--- config.mk ---
export PLATFORM = sky130hd
export DESIGN_NAME = mode_output_controller_flat
export DESIGN_NICKNAME = d
export VERILOG_FILES = /design/src/rtl/mode_output_controller_if.sv /design/src/rtl/mode_output_controller.sv /design/src/flat_wrapper.sv
export SDC_FILE = /design/constraint.sdc
export NUM_CORES = 1
export LEC_CHECK = 0
export ABC_CLOCK_PERIOD_IN_PS = 3000
export BUFFER_PORTS_ARGS = -buffer_cell sky130_fd_sc_hd__buf_2
export CAP_MARGIN = 30
export CELL_PAD_IN_SITES_DETAIL_PLACEMENT = 0
export CELL_PAD_IN_SITES_GLOBAL_PLACEMENT = 1
export CORE_MARGIN = 1
export CORE_UTILIZATION = 34
export DETAILED_ROUTE_END_ITERATION = 7
export PLACE_DENSITY_LB_ADDON = 0.1
export SYNTH_ARGS = -nofsm -noshare
export SYNTH_HDL_FRONTEND = slang
export SYNTH_SLANG_ARGS = --single-unit
--- constraint.sdc ---
create_clock -name clk -period 3 [get_ports clk]
set_input_delay 0.15 -clock clk [delete_from_list [all_inputs] [get_ports clk]]
set_output_delay 0.15 -clock clk [all_outputs]
set_load 0.005 [all_outputs]
--- src/rtl/mode_output_controller_if.sv ---
// mode_output_controller_if
//   Groups the button, pulse, configuration and pin-side signals of
//   mode_output_controller into one bundle.
//   Parameters: NUM_MODES (number of modes), NUM_CH (number of channels).
//   slave modport  : the controller (buttons/config/pulses in, pins out).
//   master modport : whatever drives the controller (sequencer, panel, bench).
//   Signals:
//     sample_tick            button sampling strobe
//     mode_btn_n, dflt_btn_n raw active-low buttons
//     seq_in                 channel values from the pulse-sequence generator
//     slow_pulse, fast_pulse LED flash sources
//     cfg_force_mask/val     per-mode channel overrides, NUM_CH bits per mode
//     cfg_led_sel            per-mode LED source, 2 bits per mode
//     mode, ch_out, led      current mode and registered pin outputs
//     load_defaults          one-clk default reload request
//     mode_changed           one-clk pulse on every mode advance
interface mode_output_controller_if #(
  parameter int NUM_MODES = 4,
  parameter int NUM_CH    = 4
);
  localparam int MW = (NUM_MODES > 1) ? $clog2(NUM_MODES) : 1;

  logic                        sample_tick;
  logic                        mode_btn_n;
  logic                        dflt_btn_n;
  logic [NUM_CH-1:0]           seq_in;
  logic                        slow_pulse;
  logic                        fast_pulse;
  logic [NUM_MODES*NUM_CH-1:0] cfg_force_mask;
  logic [NUM_MODES*NUM_CH-1:0] cfg_force_val;
  logic [NUM_MODES*2-1:0]      cfg_led_sel;
  logic [MW-1:0]               mode;
  logic [NUM_CH-1:0]           ch_out;
  logic                        led;
  logic                        load_defaults;
  logic                        mode_changed;

  modport slave (
    input  sample_tick, mode_btn_n, dflt_btn_n, seq_in, slow_pulse, fast_pulse,
           cfg_force_mask, cfg_force_val, cfg_led_sel,
    output mode, ch_out, led, load_defaults, mode_changed
  );

  modport master (
    output sample_tick, mode_btn_n, dflt_btn_n, seq_in, slow_pulse, fast_pulse,
           cfg_force_mask, cfg_force_val, cfg_led_sel,
    input  mode, ch_out, led, load_defaults, mode_changed
  );
endinterface

--- src/rtl/mode_output_controller.sv ---
// mode_output_controller
//   Debounces a mode button and a load-defaults button, steps through
//   NUM_MODES operating modes, and drives the channel pins and an LED from
//   per-mode configuration.
//   Ports:
//     clk  system clock, rising edge
//     rst  synchronous active-high reset
//     bus  mode_output_controller_if.slave (see interface header)
//   Parameters: NUM_MODES (2..16), NUM_CH (1..16), DEB_SAMPLES (1..15).
module mode_output_controller #(
  parameter int NUM_MODES   = 4,
  parameter int NUM_CH      = 4,
  parameter int DEB_SAMPLES = 3
) (
  input  logic                    clk,
  input  logic                    rst,
  mode_output_controller_if.slave bus
);
  localparam int MW = (NUM_MODES > 1) ? $clog2(NUM_MODES) : 1;
  localparam logic [MW-1:0] LAST_MODE = MW'(NUM_MODES - 1);
  localparam logic [3:0]    CNT_LAST  = 4'(DEB_SAMPLES - 1);

  // Index 0 = mode button, index 1 = load-defaults button.
  logic [1:0] btn_raw_n;
  logic [1:0] press;  // debounced 0->1 transition this cycle

  assign btn_raw_n = {bus.dflt_btn_n, bus.mode_btn_n};

  genvar gi;
  generate
    for (gi = 0; gi < 2; gi++) begin : g_deb
      logic       deb_reg;
      logic [3:0] cnt_reg;
      logic       sample;
      logic       toggle;

      assign sample = ~btn_raw_n[gi];
      // The sample that completes the run flips the state on the same edge,
      // so the compare is against DEB_SAMPLES-1 before the increment.
      assign toggle    = bus.sample_tick && (sample != deb_reg) && (cnt_reg == CNT_LAST);
      assign press[gi] = toggle && sample;

      always_ff @(posedge clk) begin
        if (rst) begin
          deb_reg <= 1'b0;
          cnt_reg <= 4'd0;
        end else if (bus.sample_tick) begin
          if (sample == deb_reg) begin
            cnt_reg <= 4'd0;
          end else if (toggle) begin
            deb_reg <= sample;
            cnt_reg <= 4'd0;
          end else begin
            cnt_reg <= cnt_reg + 4'd1;
          end
        end
      end
    end
  endgenerate

  logic [MW-1:0]     mode_reg;
  logic [NUM_CH-1:0] ch_out_reg;
  logic              led_reg;
  logic              load_defaults_reg;
  logic              mode_changed_reg;
  logic              pwr_up_reg;  // set through reset, requests the power-up reload

  // Slice out the configuration of the current mode.
  logic [NUM_CH-1:0] cur_mask;
  logic [NUM_CH-1:0] cur_val;
  logic [1:0]        cur_led_sel;

  always_comb begin
    cur_mask    = '0;
    cur_val     = '0;
    cur_led_sel = 2'd0;
    for (int m = 0; m < NUM_MODES; m++) begin
      if (mode_reg == MW'(m)) begin
        cur_mask    = bus.cfg_force_mask[m*NUM_CH +: NUM_CH];
        cur_val     = bus.cfg_force_val[m*NUM_CH +: NUM_CH];
        cur_led_sel = bus.cfg_led_sel[m*2 +: 2];
      end
    end
  end

  logic [NUM_CH-1:0] ch_next;
  logic              led_next;

  generate
    for (gi = 0; gi < NUM_CH; gi++) begin : g_ch
      assign ch_next[gi] = cur_mask[gi] ? cur_val[gi] : bus.seq_in[gi];
    end
  endgenerate

  always_comb begin
    led_next = 1'b0;
    case (cur_led_sel)
      2'd0:    led_next = 1'b0;
      2'd1:    led_next = 1'b1;
      2'd2:    led_next = bus.slow_pulse;
      default: led_next = bus.fast_pulse;
    endcase
  end

  always_ff @(posedge clk) begin
    if (rst) begin
      mode_reg          <= '0;
      ch_out_reg        <= '0;
      led_reg           <= 1'b0;
      load_defaults_reg <= 1'b0;
      mode_changed_reg  <= 1'b0;
      pwr_up_reg        <= 1'b1;
    end else begin
      ch_out_reg        <= ch_next;
      led_reg           <= led_next;
      mode_changed_reg  <= press[0];
      load_defaults_reg <= press[1] | pwr_up_reg;
      pwr_up_reg        <= 1'b0;
      if (press[0]) begin
        // Explicit wrap keeps non-power-of-two mode counts in range.
        mode_reg <= (mode_reg == LAST_MODE) ? '0 : mode_reg + MW'(1);
      end
    end
  end

  assign bus.mode          = mode_reg;
  assign bus.ch_out        = ch_out_reg;
  assign bus.led           = led_reg;
  assign bus.load_defaults = load_defaults_reg;
  assign bus.mode_changed  = mode_changed_reg;
endmodule

--- src/flat_wrapper.sv ---
// flat-port wrapper written by rule: the top's interface ports become plain ports
module mode_output_controller_flat 
#(
  parameter int NUM_MODES   = 4,
  parameter int NUM_CH      = 4,
  parameter int DEB_SAMPLES = 3
)
  (clk, rst, bus_sample_tick, bus_mode_btn_n, bus_dflt_btn_n, bus_seq_in, bus_slow_pulse, bus_fast_pulse, bus_cfg_force_mask, bus_cfg_force_val, bus_cfg_led_sel, bus_mode, bus_ch_out, bus_led, bus_load_defaults, bus_mode_changed);
  mode_output_controller_if #(.NUM_MODES(NUM_MODES), .NUM_CH(NUM_CH)) bus_i ();
  input  logic clk;
  input  logic rst;
  input wire logic [$bits(bus_i.sample_tick)-1:0] bus_sample_tick;
  input wire logic [$bits(bus_i.mode_btn_n)-1:0] bus_mode_btn_n;
  input wire logic [$bits(bus_i.dflt_btn_n)-1:0] bus_dflt_btn_n;
  input wire logic [$bits(bus_i.seq_in)-1:0] bus_seq_in;
  input wire logic [$bits(bus_i.slow_pulse)-1:0] bus_slow_pulse;
  input wire logic [$bits(bus_i.fast_pulse)-1:0] bus_fast_pulse;
  input wire logic [$bits(bus_i.cfg_force_mask)-1:0] bus_cfg_force_mask;
  input wire logic [$bits(bus_i.cfg_force_val)-1:0] bus_cfg_force_val;
  input wire logic [$bits(bus_i.cfg_led_sel)-1:0] bus_cfg_led_sel;
  output wire logic [$bits(bus_i.mode)-1:0] bus_mode;
  output wire logic [$bits(bus_i.ch_out)-1:0] bus_ch_out;
  output wire logic [$bits(bus_i.led)-1:0] bus_led;
  output wire logic [$bits(bus_i.load_defaults)-1:0] bus_load_defaults;
  output wire logic [$bits(bus_i.mode_changed)-1:0] bus_mode_changed;
  assign bus_i.sample_tick = bus_sample_tick;
  assign bus_i.mode_btn_n = bus_mode_btn_n;
  assign bus_i.dflt_btn_n = bus_dflt_btn_n;
  assign bus_i.seq_in = bus_seq_in;
  assign bus_i.slow_pulse = bus_slow_pulse;
  assign bus_i.fast_pulse = bus_fast_pulse;
  assign bus_i.cfg_force_mask = bus_cfg_force_mask;
  assign bus_i.cfg_force_val = bus_cfg_force_val;
  assign bus_i.cfg_led_sel = bus_cfg_led_sel;
  assign bus_mode = bus_i.mode;
  assign bus_ch_out = bus_i.ch_out;
  assign bus_led = bus_i.led;
  assign bus_load_defaults = bus_i.load_defaults;
  assign bus_mode_changed = bus_i.mode_changed;
  mode_output_controller #(.NUM_MODES(NUM_MODES), .NUM_CH(NUM_CH), .DEB_SAMPLES(DEB_SAMPLES)) u_core (.clk(clk), .rst(rst), .bus(bus_i));
endmodule
; ---- Word-level counts from Yosys, hierarchy flattened
; Index checks and enable logic that the tools add are counted.
[word_totals]
regBits = 20
latch_bits = 0
ramBits = 0
romBits = 0
in_bits = 51
elab_cells = 62
n_memories = 0
[op_classes]
add_sub_neg = 3
mul = 0
div = 0
magnitude_cmp = 0
n_eq_ne = 11
shift = 0
n_mux = 23
n_bitwise = 5
reduce_logical = 10
[ops]
columns = cell, count
row1 = $mux 4, 12
row2 = $mux 2, 5
row3 = $add 4x1->4 const B, 2
row4 = $eq 4x2->1 const B, 2
row5 = $eq 2x2->1 const B, 3
row6 = $logic_and 1x1->1, 6
row7 = $reduce_and 3->1, 2
row8 = $mux 1, 5
row9 = $eq 2x1->1 const B, 2
row10 = $logic_not 2->1, 2
row11 = $not 1->1, 4
row12 = $pmux 1 s3, 1
row13 = $add 2x1->2 const B, 1
row14 = $eq 1x1->1, 2
row15 = $ne 1x1->1, 2
row16 = $or 1x1->1, 1

; ---- Logic depth before layout (Yosys ltp)
; Gate-level depths: netlist (run 1).
[logic_depth]
word_depth = 7
depth_mapped = 7

; ---- Worst setup path after synthesis (run 1)
; No wires, ideal clock.
[synth_timing]
path_kind = register -> register
startpoint = reg u_core.mode_reg[0], in the netlist u_core.bus.mode[0]
endpoint = reg u_core.led_reg, in the netlist u_core.bus.led
setup_ps = 71
arrival_ps = 1794
required_ps = 2929
slack_ps = 1135
stages_incl_launch_ff = 8
n_path_buf = 1
synth_period_minus_slack_ps = 1865
cell_sequence = dfxtp_1 inv_1 ha_1 clkbuf_1 a211oi_1 a211oi_1 or4_1 a21oi_1
[synth_between]
elab_chain_len = 7
elab_cells_between_ends = 12
[synth_rtl]
columns = element, line
row1 = from (decl), mode_output_controller.sv:61  ; logic [MW-1:0] mode_reg;
row2 = from (signal assigned), mode_output_controller.sv:121  ; mode_reg <= (mode_reg == LAST_MODE) ? '0 : mode_reg + MW'(1);
row3 = $logic_not 2->1, mode_output_controller.sv:78  ; if (mode_reg == MW'(m)) begin
row4 = $mux 2 (3 in a row), mode_output_controller.sv:78
row5 = $mux 2 (*), mode_output_controller.sv:78
row6 = $eq 2x2->1 (tied with other cells), mode_output_controller.sv:97  ; case (cur_led_sel)
row7 = $pmux 1 s3 (*), mode_output_controller.sv:97
row8 = to (signal assigned), mode_output_controller.sv:115  ; led_reg <= led_next;
row9 = to (decl), mode_output_controller.sv:63  ; logic led_reg;
; Mark *: on every way between the ends. The rest lies on a longest branch, timed or not.
; A chain may end at the register's enable or synchronous reset.

; ---- Worst setup path after layout (run 1)
[layout_timing]
startpoint = reg u_core.mode_reg[1], in the netlist u_core.bus.mode[1]
endpoint = reg u_core.led_reg, in the netlist u_core.bus.led
; Same word-level chain as after synthesis.

==> flow_summary.ini, run 1 <==
[outcome]
outcome = finished clean

[drt]
drc = 0
wl_per_cell_microns = 12.90
viasPerCell = 5.242
dr.pass1.iters = 4
wl_microns = 3252
via_count = 1321
ant_nets = 0
drt_iter0_markers = 101

[critical_path]
r2r_slack_ns = 0.92
cp_max_fo = 16
worstSetupEndpointType = flop
cp.buffers_inverters = 1
criticalPathCategory = reg -> reg
worstSetupStartpointType = flop
critPathArrivalTime_ns = 2.26
path_delay_family = simple AND/OR/NAND/NOR gates
r2r_cells = 6
setup.worst_path.end = u_core.bus.led$_SDFF_PP0_
reg2reg_from = u_core.bus.mode[1]$_SDFFE_PP0P_
crit_cells = 6
cp-startpoint = u_core.bus.mode[1]$_SDFFE_PP0P_
cp_slowest_stage_delay_ns = 0.53
required_ns = 3.18
r2r-end = u_core.bus.led$_SDFF_PP0_
crit_chain = inv_1, ha_1, nor2b_1, a221oi_1, or4_1, a21oi_1
crit_slowest_cell = or4_1

[timing]
timing.final.crit_share_pct = 69.19
worst_slew_pin_slew_ns = 0.5642
setup-tns-final_ns = 0
skew_ns = 0.0005899
fmax_mhz = 481.8
slew-limit-headroom_pct = 62.39
final.setup.worst_slack_ns = 0.9244
final-hold-violation-count = 0
period_needed_ns = 2.076
rsz0062_at_grt = false
setup_violations = 0
slew_violations = 0

[layout]
synthToLayoutAreaGrowth_pct = 29.34
antenna_cells = 0
nets = 267
stdcell_area_sq_um = 1622
fill_cells = 360
drive_above_1_share_pct = 33.98
largest_reg_flops = 8

[synth]
yosysWarnings = 0
syn-cell-area_sq_um = 1254
syn_nets = 210
synth_area_leaders = dfxtp_1 32%, ha_1 8.0%, a21oi_1 6.0%
async_reset_ff_share_pct = 0
synth_cell_types = 34
synth_edf_count = 0
syn_area_per_cell_sq_um = 8.303
synth_area_leader_cell = dfxtp_1
synth-seq-cells = 20
synth_ff_type = dfxtp_1
syn_inst = 151
synth_seq_area_share_pct = 31.94
synth_top_area_share_pct = 31.94

[die]
initial_utilization_pct = 36.42
die_x_microns = 62.73
coreArea_sq_um = 3442
rows = 21
die_area_sq_um = 3934
io_pins = 60
die_h_microns = 62.73

[grt]
grt-ovfl-total = 0
grtUsageTotal_pct = 16.24
grt_pass1_vias = 1173
antenna_found_initial = 0
grt_max_degree = 21
grt_pass1_wl_microns = 5147

[power]
finalPower_w = 0.0005380
seq_power_share_pct = 52.0
switching_share_pct = 23.07
power_frac_clock_pct = 31.0
combPwrFrac_pct = 17.0
ir_drop_mv = 0.3036
p_leak_nw = 0.7169
p_switching_w = 0.0001241
powerDensity_nw_per_um2 = 331.8
power.internal_w = 0.0004139

[placed_design]
hpwlAfterDp_microns = 2562
pre_cts_ws_ns = 0.9407
post_dp_cell_area_sq_um = 1580
portBuffers = 59
gp_congestion = 0.7381

[clock_tree]
cts_buffer_depth = 2
cts_hold_buf = 0
cts_resized = 0
clockRootBuffer = clkbuf_8
cts-buffers-inserted = 3
cts_tree = yes
clk_latency_ns = 0.25
postCtsSetupBuffers = 0
cts_max_level = 1
clk_pin_slew_ns = 0.07
clock_sinks = 20

[job]
max-cap-violations = 0

[hold_path]
hold_path.class = in -> reg
-- layout make-up --
class	instances	area, sq um	share of cell area (%)
clock buffers	3	41.29	2.546
well taps	46	57.56	3.549
repair buffers	59	295.3	18.21
inverters	5	18.77	1.157
multi-input cells	119	808.3	49.85
flip-flops and latches	20	400.4	24.69
-- Yosys cell counts, types with 2 or more instances --
| library cell | n |
|---|---|
| nor2_1 | 11 |
| a31oi_1 | 4 |
| nor2b_1 | 7 |
| nand3_1 | 4 |
| or3b_2 | 3 |
| o22ai_1 | 4 |
| ha_1 | 8 |
| a2bb2oi_1 | 2 |
| and3_1 | 4 |
| nand2b_1 | 2 |
| nor3b_1 | 2 |
| o21ai_0 | 4 |
| a211oi_1 | 3 |
| xnor2_1 | 2 |
| a21oi_1 | 15 |
| nand2_1 | 9 |
| inv_1 | 5 |
| a221oi_1 | 5 |
| nand4b_1 | 2 |
| nand4_1 | 2 |
| nand3b_1 | 5 |
| dfxtp_1 | 20 |
| mux2i_1 | 5 |
| clkbuf_1 | 6 |
| mux2_2 | 2 |
| or3_1 | 7 |
-- power groups by stage --
stage / Sequential [W] / Clock [W] / Combinational, W
after CTS: 0.000280 / 0.000174 / 0.0000923
after floorplan: 0.000285 / 0 / 0.0000412
final: 0.000280 / 0.000167 / 0.0000914
after global placement: 0.000285 / 0 / 0.0000915
after global routing: 0.000281 / 0.000190 / 0.000101
after detailed placement: 0.000285 / 0 / 0.0000917
-- through the flow --
stage / utilization, % / hold WS [ns] / cells
2_1_floorplan: - / 0.1777 / 151
3_3_place_gp: 45.91 / 0.3770 / 249
3_5_place_dp: 45.91 / 0.3900 / 249
4_1_cts: 47.11 / 0.1209 / 252
5_1_grt: 47.11 / 0.1136 / 252
6_report: 47.11 / 0.1225 / 252
-- how the worst min path moves through the flow --
stage / slack [ns] / from / depth (start not counted) / to
2_1_floorplan: 0.18 / rst / 0 / u_core.pwr_up_reg$_DFF_P_
3_3_place_gp: 0.38 / bus_dflt_btn_n / 2 / u_core.g_deb[1].deb_reg$_SDFFE_PP0P_
3_5_place_dp: 0.39 / bus_dflt_btn_n / 2 / u_core.g_deb[1].deb_reg$_SDFFE_PP0P_
4_1_cts: 0.12 / bus_dflt_btn_n / 2 / u_core.g_deb[1].deb_reg$_SDFFE_PP0P_
5_1_grt: 0.11 / bus_dflt_btn_n / 2 / u_core.g_deb[1].deb_reg$_SDFFE_PP0P_
6_report: 0.12 / bus_dflt_btn_n / 2 / u_core.g_deb[1].deb_reg$_SDFFE_PP0P_
-- worst reg2reg max path: stages (launching register included) --
cell and delay (ns):
dfxtp_1 0.40, inv_1 0.09, ha_1 0.36, nor2b_1 0.34, a221oi_1 0.16, or4_1 0.53, a21oi_1 0.15
-- logic make-up (layout without fill, tap and decap cells) --
family / count (synthesis) / in the layout / synth area share, %
simple gates: 62 / 62 / 28.94
compound gates: 40 / 40 / 20.36
flops: 20 / 20 / 31.94
buf+inv: 12 / 67 / 3.593
fa+ha+maj: 8 / 8 / 7.984
mux: 7 / 7 / 5.788
xor+xnor: 2 / 2 / 1.397
-- placed cells by master (no fill, tap or decap), types with 4 or more instances in the layout --
cell type / count
and3_1: 4
nand2_1: 9
a31oi_1: 4
buf_2: 59
nor2_1: 11
or3_1: 7
nand3_1: 4
dfxtp_1: 20
ha_1: 8
inv_1: 5
a21oi_1: 15
o21ai_0: 4
o22ai_1: 4
mux2i_1: 5
nor2b_1: 7
a221oi_1: 5
nand3b_1: 5
-- metal layers --
metal  GRT usage (%)  share of wire (%)  vias up
met2           26.22                 49       38
met4           1.744               0.40        0
met3           5.657                5.7        2
met5               0                  0        -
met1           21.38                 45      612
li1                -                  -      669
Note: power is estimated with default switching activity, not from simulation.
==> inputs of run 2 (changes only) <==
- ABC_CLOCK_PERIOD_IN_PS: 3000 -> 2100
- CORE_UTILIZATION: 34 -> 32
- clock period: 3 -> 2.1 ns (I/O delays scaled with it)
==> flow_summary.ini, run 2 (synthesis gave the netlist of run 1 again) <==
[timing]
slew_violations = 0
period_needed_ns = 1.930
final-hold-violation-count = 0
skew_ns = 0.007023
setup-tns-final_ns = 0
rsz0062_at_grt = false
fmax_mhz = 518.2
worst_slew_pin_slew_ns = 0.3968
setup_violations = 0
slew-limit-headroom_pct = 73.55
timing.final.crit_share_pct = 91.89

[drt]
drt_iter0_markers = 46
wl_per_cell_microns = 13.25
wl_microns = 3431
via_count = 1353
drc = 0
dr.pass1.iters = 4
ant_nets = 0
viasPerCell = 5.224

[placed_design]
gp_congestion = 0.7184
portBuffers = 59
hpwlAfterDp_microns = 2699
post_dp_cell_area_sq_um = 1613

[critical_path]
required_ns = 2.29
reg2reg_from = u_core.g_deb[0].cnt_reg[0]$_SDFFE_PP0P_
worstSetupStartpointType = flop
r2r_slack_ns = 0.17
cp-startpoint = u_core.g_deb[0].cnt_reg[0]$_SDFFE_PP0P_
critPathArrivalTime_ns = 2.12
cp_slowest_stage_delay_ns = 0.46
crit_slowest_cell = or4_4
r2r-end = u_core.bus.mode[0]$_SDFFE_PP0P_
r2r_cells = 6
worstSetupEndpointType = flop
cp_max_fo = 4
criticalPathCategory = reg -> reg
crit_chain = inv_1, ha_1, or3b_1, or4_4, or3_1, a21oi_2

[grt]
grt_pass1_vias = 1341
grt-ovfl-total = 0
grtUsageTotal_pct = 17.19
grt_pass1_wl_microns = 5644
grt_max_degree = 21
antenna_found_initial = 0

[hold_path]
min_to = u_core.g_deb[1].deb_reg$_SDFFE_PP0P_
hp-start = bus_dflt_btn_n
hold_path.class = in -> reg
hold_depth = 2

[power]
switching_share_pct = 22.86
p_leak_nw = 0.7422
combPwrFrac_pct = 16.2
p_switching_w = 0.0001869
powerDensity_nw_per_um2 = 489.6
power_frac_clock_pct = 35.1
ir_drop_mv = 0.4795
seq_power_share_pct = 48.8
power.internal_w = 0.0006308

[clock_tree]
clockRootBuffer = clkbuf_8
clk_pin_slew_ns = 0.08
cts_hold_buf = 0
cts_max_level = 1
cts-buffers-inserted = 3
cts_buffer_depth = 2
cts_tree = yes
clock_sinks = 20
clk_latency_ns = 0.25

[layout]
final_common_cell = buf_2
drive_above_1_share_pct = 36.02
fill_cells = 389
synthToLayoutAreaGrowth_pct = 33.23
nets = 271
multi_input_area_sq_um = 810.8
largest_reg_flops = 8
final_cell_mix = 59 x buf_2, 20 x dfxtp_1, 15 x a21oi_1
antenna_cells = 0
seq_area_sq_um = 400.4
stdcell_area_sq_um = 1670

[die]
die_x_microns = 64.59
initial_utilization_pct = 33.74
rows = 22
io_pins = 60
die_area_sq_um = 4172
die_h_microns = 64.59
coreArea_sq_um = 3716

[outcome]
outcome = finished clean

[job]
max-cap-violations = 0
run 2: changes by cell type in the layout (fill, tap and decap cells not counted):
cell	delta
ha_1	-1
clkbuf_8	+1
ha_2	+1
buf_4	+4
run 2: metal layers:
layer	vias to the layer above	global-route usage (%)	share of wire (%)
li1	679	-	-
met4	0	4.444	0.90
met3	4	4.225	4.5
met2	30	31.71	50
met5	-	0	0
met1	640	19.49	45
run 2: how the worst max path moves through the flow:
stage / endpoint / cells past startpoint
floorplan: u_core.bus.led$_SDFF_PP0_ / 7
global placement: u_core.bus.led$_SDFF_PP0_ / 6
detailed placement: u_core.bus.led$_SDFF_PP0_ / 6
CTS: u_core.bus.led$_SDFF_PP0_ / 6
global route: u_core.bus.led$_SDFF_PP0_ / 6
finish: u_core.bus.mode[0]$_SDFFE_PP0P_ / 6
run 2: final cells by class:
type,count,share of cell area [%]
Tap cell,48,3.596
Sequential cell,20,23.97
Clock buffer,4,3.296
Multi-Input combinational cell,119,48.54
Timing Repair Buffer,63,19.48
Inverter,5,1.124
run 2: power groups by stage:
stage	logic, W	clock network (W)	registers (W)
floorplan	0.0000588	0	0.000408
global placement	0.000130	0	0.000407
detailed placement	0.000133	0	0.000407
CTS	0.000134	0.000300	0.000399
global route	0.000147	0.000318	0.000400
finish	0.000132	0.000287	0.000399
run 2: worst max-delay path, delay by kind of cell, from the launching register on:
family / cells / cell delay [ns]
and+or+nand+nor: 3 / 1.18
DFF: 1 / 0.33
adders and majority gates: 1 / 0.16
AOI/OAI and AO/OA: 1 / 0.11
buffers and inverters: 1 / 0.08
run 2: what timing repair did:
| item | 4_1_cts | 5_1_grt |
|---|---|---|
| setup buffers | 0 | 0 |
| resized for setup | 0 | 1 |
| endpoints found under the setup margin | 0 | 1 |
run 2: through the flow:
step	util [%]	setup slack, ns	total power, W	hold slack [ns]	std cells
finish	44.95	0.1702	0.0008178	0.08319	259
global route	44.95	0.03674	0.0008650	0.07390	259
CTS	44.88	0.1130	0.0008325	0.08051	259
detailed placement	43.40	0.1675	0.0005402	0.3527	255
global placement	43.40	0.2231	0.0005372	0.3319	255
floorplan	-	0.2354	0.0004666	0.1327	151
